[src/rtl/muldiv_seq_ctrl.sv]
// Multiply/divide sequencer for the MIPS MDU: owns HI/LO, runs MULTU as
// shift-add and DIVU as restoring divide over WIDTH iterations each.
module muldiv_seq_ctrl #(
  parameter int WIDTH = 32,
  parameter int CNT_W = 6
) (
  input  logic             clk,
  input  logic             reset,
  input  logic             start,
  input  logic [1:0]       op,
  input  logic [WIDTH-1:0] rs_val,
  input  logic [WIDTH-1:0] rt_val,
  input  logic             rd_req,
  output logic             busy,
  output logic             done,
  output logic             stall,
  output logic [WIDTH-1:0] hi_out,
  output logic [WIDTH-1:0] lo_out
);

  typedef enum logic [1:0] {
    S_IDLE = 2'b00,
    S_MUL  = 2'b01,
    S_DIV  = 2'b10
  } state_t;

  localparam logic [1:0] OP_MULTU = 2'b00;
  localparam logic [1:0] OP_DIVU  = 2'b01;
  localparam logic [1:0] OP_MTHI  = 2'b10;
  localparam logic [1:0] OP_MTLO  = 2'b11;

  state_t           state;
  state_t           state_next;
  logic [CNT_W-1:0] count;
  logic [WIDTH-1:0] mcand;
  logic [WIDTH-1:0] p_hi;
  logic [WIDTH-1:0] p_lo;
  logic [WIDTH-1:0] divisor;
  logic [WIDTH-1:0] rem;
  logic [WIDTH-1:0] quo;

  logic             last;
  logic [WIDTH:0]   mul_sum;
  logic [WIDTH-1:0] mul_hi_next;
  logic [WIDTH-1:0] mul_lo_next;
  logic [WIDTH:0]   rem_shift;
  logic             no_borrow;
  logic [WIDTH-1:0] trial;
  logic [WIDTH-1:0] rem_next;
  logic [WIDTH-1:0] quo_next;

  // One shift-add and one restoring-divide iteration, computed from current state.
  always_comb begin
    mul_sum     = {1'b0, p_hi} + (p_lo[0] ? {1'b0, mcand} : {(WIDTH+1){1'b0}});
    mul_hi_next = mul_sum[WIDTH:1];
    mul_lo_next = {mul_sum[0], p_lo[WIDTH-1:1]};
    rem_shift   = {rem, quo[WIDTH-1]};
    // The remainder after a successful subtract is below the divisor, so WIDTH bits hold it.
    no_borrow   = (rem_shift >= {1'b0, divisor});
    trial       = rem_shift[WIDTH-1:0] - divisor;
    if (no_borrow) begin
      rem_next = trial;
      quo_next = {quo[WIDTH-2:0], 1'b1};
    end else begin
      rem_next = rem_shift[WIDTH-1:0];
      quo_next = {quo[WIDTH-2:0], 1'b0};
    end
    last = (count == CNT_W'(WIDTH - 1));
  end

  // Next-state selection; a start is only honoured from IDLE.
  always_comb begin
    state_next = state;
    case (state)
      S_IDLE: begin
        if (start && (op == OP_MULTU)) begin
          state_next = S_MUL;
        end else if (start && (op == OP_DIVU)) begin
          state_next = S_DIV;
        end else begin
          state_next = S_IDLE;
        end
      end
      S_MUL: begin
        if (last) begin
          state_next = S_IDLE;
        end else begin
          state_next = S_MUL;
        end
      end
      S_DIV: begin
        if (last) begin
          state_next = S_IDLE;
        end else begin
          state_next = S_DIV;
        end
      end
      default: state_next = S_IDLE;
    endcase
  end

  // State register.
  always_ff @(posedge clk) begin
    if (reset) begin
      state <= S_IDLE;
    end else begin
      state <= state_next;
    end
  end

  // Working registers, HI/LO and the done pulse.
  always_ff @(posedge clk) begin
    if (reset) begin
      count   <= {CNT_W{1'b0}};
      mcand   <= {WIDTH{1'b0}};
      p_hi    <= {WIDTH{1'b0}};
      p_lo    <= {WIDTH{1'b0}};
      divisor <= {WIDTH{1'b0}};
      rem     <= {WIDTH{1'b0}};
      quo     <= {WIDTH{1'b0}};
      hi_out  <= {WIDTH{1'b0}};
      lo_out  <= {WIDTH{1'b0}};
      done    <= 1'b0;
    end else begin
      done <= 1'b0;
      case (state)
        S_IDLE: begin
          if (start) begin
            case (op)
              OP_MULTU: begin
                mcand <= rs_val;
                p_hi  <= {WIDTH{1'b0}};
                p_lo  <= rt_val;
                count <= {CNT_W{1'b0}};
              end
              OP_DIVU: begin
                divisor <= rt_val;
                rem     <= {WIDTH{1'b0}};
                quo     <= rs_val;
                count   <= {CNT_W{1'b0}};
              end
              OP_MTHI: hi_out <= rs_val;
              OP_MTLO: lo_out <= rs_val;
              default: ;
            endcase
          end
        end
        S_MUL: begin
          p_hi  <= mul_hi_next;
          p_lo  <= mul_lo_next;
          count <= count + {{(CNT_W-1){1'b0}}, 1'b1};
          if (last) begin
            hi_out <= mul_hi_next;
            lo_out <= mul_lo_next;
            done   <= 1'b1;
          end
        end
        S_DIV: begin
          rem   <= rem_next;
          quo   <= quo_next;
          count <= count + {{(CNT_W-1){1'b0}}, 1'b1};
          if (last) begin
            hi_out <= rem_next;
            lo_out <= quo_next;
            done   <= 1'b1;
          end
        end
        default: ;
      endcase
    end
  end

  assign busy  = (state != S_IDLE);
  assign stall = rd_req & busy;

endmodule

[config.mk]
export PLATFORM = sky130hd
export DESIGN_NAME = muldiv_seq_ctrl
export DESIGN_NICKNAME = d
export VERILOG_FILES = /design/src/rtl/muldiv_seq_ctrl.sv
export SDC_FILE = /design/constraint.sdc
export NUM_CORES = 1
export LEC_CHECK = 0
export CORE_MARGIN = 2
export CORE_UTILIZATION = 59
export DETAILED_ROUTE_END_ITERATION = 8
export HOLD_SLACK_MARGIN = 0.12
export PLACE_DENSITY = 0.79
export SLEW_MARGIN = 20
export SYNTH_ARGS = -nofsm -noshare
export SYNTH_HDL_FRONTEND = slang
export SYNTH_SLANG_ARGS = --single-unit
export TNS_END_PERCENT = 30
[constraint.sdc]
create_clock -name clk -period 4.1 [get_ports clk]
set_input_delay 0.41 -clock clk [delete_from_list [all_inputs] [get_ports clk]]
set_output_delay 0.41 -clock clk [all_outputs]
set_load 0.05 [all_outputs]
==> results of run 1 <==
registers in the layout, summed over array words and instances (netlist names):
register and cells:
mcand 32, state 2, lo_out 32, p_lo 32, count 6, done 1, quo 32, rem 32
p_hi 32, hi_out 32, divisor 32
Yosys cell counts, drive strengths merged (6+ instances only):
| cell type | number |
|---|---|
| o31ai | 11 |
| xnor2 | 24 |
| clkbuf | 131 |
| nor3b | 7 |
| a31oi | 7 |
| o21bai | 9 |
| mux2i | 81 |
| ha | 69 |
| a21oi | 240 |
| a22oi | 40 |
| nand3 | 60 |
| xor2 | 21 |
| a211o | 6 |
| a311oi | 6 |
| o211ai | 15 |
| nand2 | 254 |
| nor2b | 9 |
| o32ai | 7 |
| dfxtp | 265 |
| nor4 | 7 |
| o21ai | 51 |
| or3 | 11 |
| a21o | 32 |
| nor3 | 25 |
| a2bb2oi | 11 |
| nor2 | 239 |
| nand4 | 14 |
| and3 | 14 |
| and4 | 7 |
| o211a | 7 |
| a2111oi | 15 |
| o21a | 10 |
| nand3b | 6 |
| inv | 58 |
| and2 | 36 |
| a211oi | 112 |
| nand2b | 11 |
| buf | 16 |
power by group:
group	internal [uW]	switching [uW]	total, uW
Clock	1640	1120	2760
Combinational	561	993	1550
Sequential	2680	102	2780
area by class of cell:
class                      instances  area share, %
clock inverter                    14          1.049
multi-input combinational       1513          52.25
timing repair buffer             170          9.203
clock buffer                      39          4.515
tap                              335          2.327
sequential                       265          29.45
inverter                          58          1.209
final timing paths:
path         startpoint     endpoint  depth (start not counted)
max             p_lo[0]   hi_out[25]                         14
min          rt_val[20]  divisor[20]                          3
max reg2reg     p_lo[0]   hi_out[25]                         14
min reg2reg   mcand[28]    mcand[28]                          2
cell families (layout without fill, tap and decap cells):
family / Yosys count / in the layout / synth area share [%]
flip-flops: 265 / 265 / 34.33
multiplexers: 83 / 83 / 5.392
AND/OR/NAND/NOR: 702 / 702 / 20.15
buffers and inverters: 205 / 281 / 5.190
XOR/XNOR: 45 / 45 / 2.550
AO/OA/AOI/OAI: 612 / 612 / 26.54
adder cells (fa/ha/maj): 71 / 71 / 5.846
per-layer routing:
metal  part of all wire, %  vias to the layer above  global-route usage (%)
met3                   9.0                       90                   7.078
met1                    46                     7301                   53.79
met2                    42                      694                   52.37
met4                   2.7                        0                   9.263
li1                      -                     7229                       -
met5                     0                        -                       0
tightest hold or removal path: stages:
cell and delay, ps:
clkdlybuf4s50_1 410, nand2_1 60, a21oi_1 50
through the flow:
| stage | area, sq um | hold WS (ps) | setup slack, ps | instances | total power [uW] |
|---|---|---|---|---|---|
| floorplan | 15450 | 431.7 | 1079 | 1983 | 3846 |
| global placement | 17010 | 439.1 | 513.1 | 2341 | 4327 |
| detailed placement | 17010 | 443.2 | 416.8 | 2341 | 4348 |
| CTS | 18010 | 408.3 | 374.7 | 2394 | 7078 |
| global route | 18010 | 455.4 | 111.1 | 2394 | 7323 |
| finish | 18010 | 427.0 | 294.1 | 2394 | 7098 |
==> results.toml, run 1 <==
[setup_path]
cp_slowest_cell = "nor3b_1"
path_max_fanout = 9
path_buf_inv = 2
cp-start-kind = "flop"
cp.arrival_ps = 4220
cp_common_cell = "a31oi_1"
cp_data_required_time_ps = 4510
crit_chain = "and2_1 -> ha_1 -> inv_1 -> fa_1 -> nand2b_1 -> a21o_1 -> a21oi_1 -> a31oi_1 -> o31ai_1 -> buf_4 -> a31oi_1 -> nand4_1 -> nor3b_1 -> a211oi_1"
max_stage_delay_ps = 560
ff2ff_setup_slack_ps = 290
critical_path.top_delay_family = "compound AO/OA/AOI/OAI gates"
worst-setup-path-type = "flop to flop"
endpoint_kind = "flop"

[yosys]
netlist_area_sq_um = 15450
avgSynthCellArea_sq_um = 7.793
synthArstFlopShare_pct = 0
synth_flop_cell = "dfxtp_1"
syn_nets = 2124
yosys.area.top_type = "dfxtp_1"
synth_top_cell_area_share_pct = 34.33
ys_warn_count = 0
netlist_instances = 1983
synthTopCellsByArea = "dfxtp_1 (34%), a21oi_1 (7.7%), nand2_1 (6.1%)"
synth_seq_cells = 265
synth-edff-count = 0
ys_seq_area_share_pct = 34.33
synth.distinct_cells = 78

[clock_tree]
clk_pin_slew_ps = 60
clkSinkCount = 265
numCtsBuffers = 29
post-cts-setup-buffers = 0
ctsHoldBuffers = 0
ctsHtreeMaxLevel = 1
clk_path_buf_depth = 3
clock_latency_ps = 560
cts_tree = "yes"
cts_resized = 0
root_buffer = "clkbuf_16"

[placed_design]
gp_congestion = 0.9571
portBuffers = 136
hpwlAfterDp_microns = 36970

[finish]
antenna_cells = 0
finish.utilization_pct = 69.52
multiInputGateArea_sq_um = 9412
seqCellArea_sq_um = 5305
drive_above_1_share_pct = 5.877
fill_cells = 2177
most-common-layout-cells = "dfxtp_1 (265), nand2_1 (251), a21oi_1 (237), nor2_1 (236), clkdlybuf4s50_1 (135)"
area_delta_synth_final_pct = 16.57
nNetsFinal = 2178
layout_commonest_cell = "dfxtp_1"

[global_routing]
grt_pass1_wl_microns = 79720
grt-ovfl-total = 0
grtUsageTotal_pct = 35.81
grt_pass1_vias = 14066
antenna_found_initial = 0
grt_max_degree = 108

[floorplan]
dieArea_sq_um = 27500
io_pins = 137
core_area_sq_um = 25910
die_y_microns = 165.8
initial_core_util_pct = 59.64
die_w_microns = 165.8
row_count = 59

[route]
drcViolationCount = 0
vias = 15314
drt_iter0_drc = 1668
drt_wl_total_microns = 51040
avgRoutedWirePerCell_microns = 21.32
ant_nets = 0
post_drt_via_cell_ratio = 6.397
firstDrtPassIters = 6

[run_status]
outcome = "complete, no violations"

[sta]
worst_pin_slew_ps = 1095
hold_viol = 0
drv_slew = 0
slew_headroom_pct = 26.98
fin_crit_sh_pct = 92.83
finalSetupViolCount = 0
skew_ps = 15.53
fmax_mhz = 262.8
rsz0062_at_grt = "false"
finalCriticalPeriod_ps = 3806
setup_tns_ps = 0

[run]
maxCapViolations = 0

[pwr]
leakage_uw = 0.006743
irDropWorstVdd_mv = 0.3548
p_per_area_nw_per_um2 = 394.0

[hold_path]
hold_class = "input port to flop"
No activity file was read; power rests on OpenSTA's default activity.
==> run 2: changes to the inputs <==
--- a/config.mk
+++ b/config.mk
@@ -6,10 +6,10 @@
 export NUM_CORES = 1
 export LEC_CHECK = 0
 export CORE_MARGIN = 2
-export CORE_UTILIZATION = 59
+export CORE_UTILIZATION = 60
 export DETAILED_ROUTE_END_ITERATION = 8
 export HOLD_SLACK_MARGIN = 0.12
-export PLACE_DENSITY = 0.79
+export PLACE_DENSITY = 0.81
 export SLEW_MARGIN = 20
 export SYNTH_ARGS = -nofsm -noshare
 export SYNTH_HDL_FRONTEND = slang
==> constraint.sdc (replaced) <==
create_clock -name clk -period 4.9 [get_ports clk]
set_input_delay 0.49 -clock clk [delete_from_list [all_inputs] [get_ports clk]]
set_output_delay 0.49 -clock clk [all_outputs]
set_load 0.05 [all_outputs]
==> results.toml, run 2 (same netlist as run 1, synthesis figures left out) <==
[clock_tree]
numCtsBuffers = 28
clock_latency_ps = 550
ctsHoldBuffers = 0
clk_pin_slew_ps = 60
cts_tree = "yes"
post-cts-setup-buffers = 0
ctsHtreeMaxLevel = 1
root_buffer = "clkbuf_16"
cts_resized = 0
clk_path_buf_depth = 3
clkSinkCount = 265

[floorplan]
io_pins = 137
initial_core_util_pct = 61.19
die_y_microns = 164.5
die_w_microns = 164.5
row_count = 58
core_area_sq_um = 25250
dieArea_sq_um = 27060

[sta]
rsz0062_at_grt = "false"
skew_ps = 15.75
setup_tns_ps = 0
slew_headroom_pct = 30.97
finalSetupViolCount = 0
fin_crit_sh_pct = 79.61
finalCriticalPeriod_ps = 3901
fmax_mhz = 256.4
hold_slack_ps = 451.9
drv_slew = 0
worst_pin_slew_ps = 1035
hold_viol = 0

[pwr]
irDropWorstVdd_mv = 0.3359
p_per_area_nw_per_um2 = 332.5
fin_total_pwr_uw = 5968
leakage_uw = 0.006727

[setup_path]
cp_data_required_time_ps = 5290
cp-start-kind = "flop"
worst-setup-path-type = "flop to flop"
cp.arrival_ps = 4290
endpoint_kind = "flop"
path_max_fanout = 17

[finish]
antenna_cells = 0
nNetsFinal = 2171
most-common-layout-cells = "dfxtp_1 (265), nand2_1 (251), a21oi_1 (237), nor2_1 (236), clkdlybuf4s50_1 (135)"
drive_above_1_share_pct = 5.558
layout_commonest_cell = "dfxtp_1"
area_delta_synth_final_pct = 16.16

[placed_design]
portBuffers = 136
hpwlAfterDp_microns = 36770
gp_congestion = 0.9361

[route]
avgRoutedWirePerCell_microns = 21.47
ant_nets = 0
route.met2.wl_microns = 21800
firstDrtPassIters = 5
post_drt_via_cell_ratio = 6.495
drt_iter0_drc = 1809
drcViolationCount = 0
top_layer = "met4"
vias = 15464
drt_wl_total_microns = 51120
drt-met1-wl_microns = 22700
route.met3.wl_microns = 5270

[global_routing]
antenna_found_initial = 0
grt_pass1_vias = 14218
grt-ovfl-total = 0
grt_max_degree = 94
grt_pass1_wl_microns = 79050
grtUsageTotal_pct = 37.22

[hold_path]
hold_class = "flop to flop"

[run]
maxCapViolations = 0

[run_status]
outcome = "complete, no violations"
-- run 2: worst max-delay path, stage by stage (launching register included) --
cell and delay, ps:
dfxtp_1 390, inv_1 60, ha_1 300, nor2b_1 150, o31a_1 270, o21ai_1 350
a2111oi_4 170, o211ai_2 550, and2_1 710, nor4_1 120, nor4_1 470, a311oi_1 170
-- run 2: routing by layer --
metal  up-vias  global-route usage (%)
met5         -                       0
met4         0                   10.28
met3        96                   6.755
met2       728                   56.37
met1      7437                   54.30
li1       7203                       -
-- run 2: worst paths after layout --
check,start,end,cells after the start,slack [ps]
max,divisor[1],hi_out[31],11,1000
min,mcand[10],mcand[10],2,450
max reg2reg,divisor[1],hi_out[31],11,1000
min reg2reg,mcand[10],mcand[10],2,450
-- run 2: layout make-up --
type                       instances  area (sq um)
timing repair buffer             164          1588
tap                              330         412.9
clock inverter                    14         220.2
fill                            2106          7303
sequential                       265          5305
multi-input combinational       1513          9412
inverter                          58         217.7
clock buffer                      37         795.8
-- run 2: stage by stage --
step	utilization, %	cell area [sq um]	cells	worst slack (ps)
floorplan	-	15450	1983	1879
global placement	67.06	16940	2330	1208
detailed placement	67.06	16940	2330	1034
CTS	71.08	17950	2381	1040
global route	71.08	17950	2381	672.4
finish	71.08	17950	2381	999.3
-- run 2: power breakdown --
| group | switching, uW | internal [uW] |
|---|---|---|
| Sequential | 85.1 | 2240 |
| Clock | 902 | 1450 |
| Combinational | 838 | 448 |
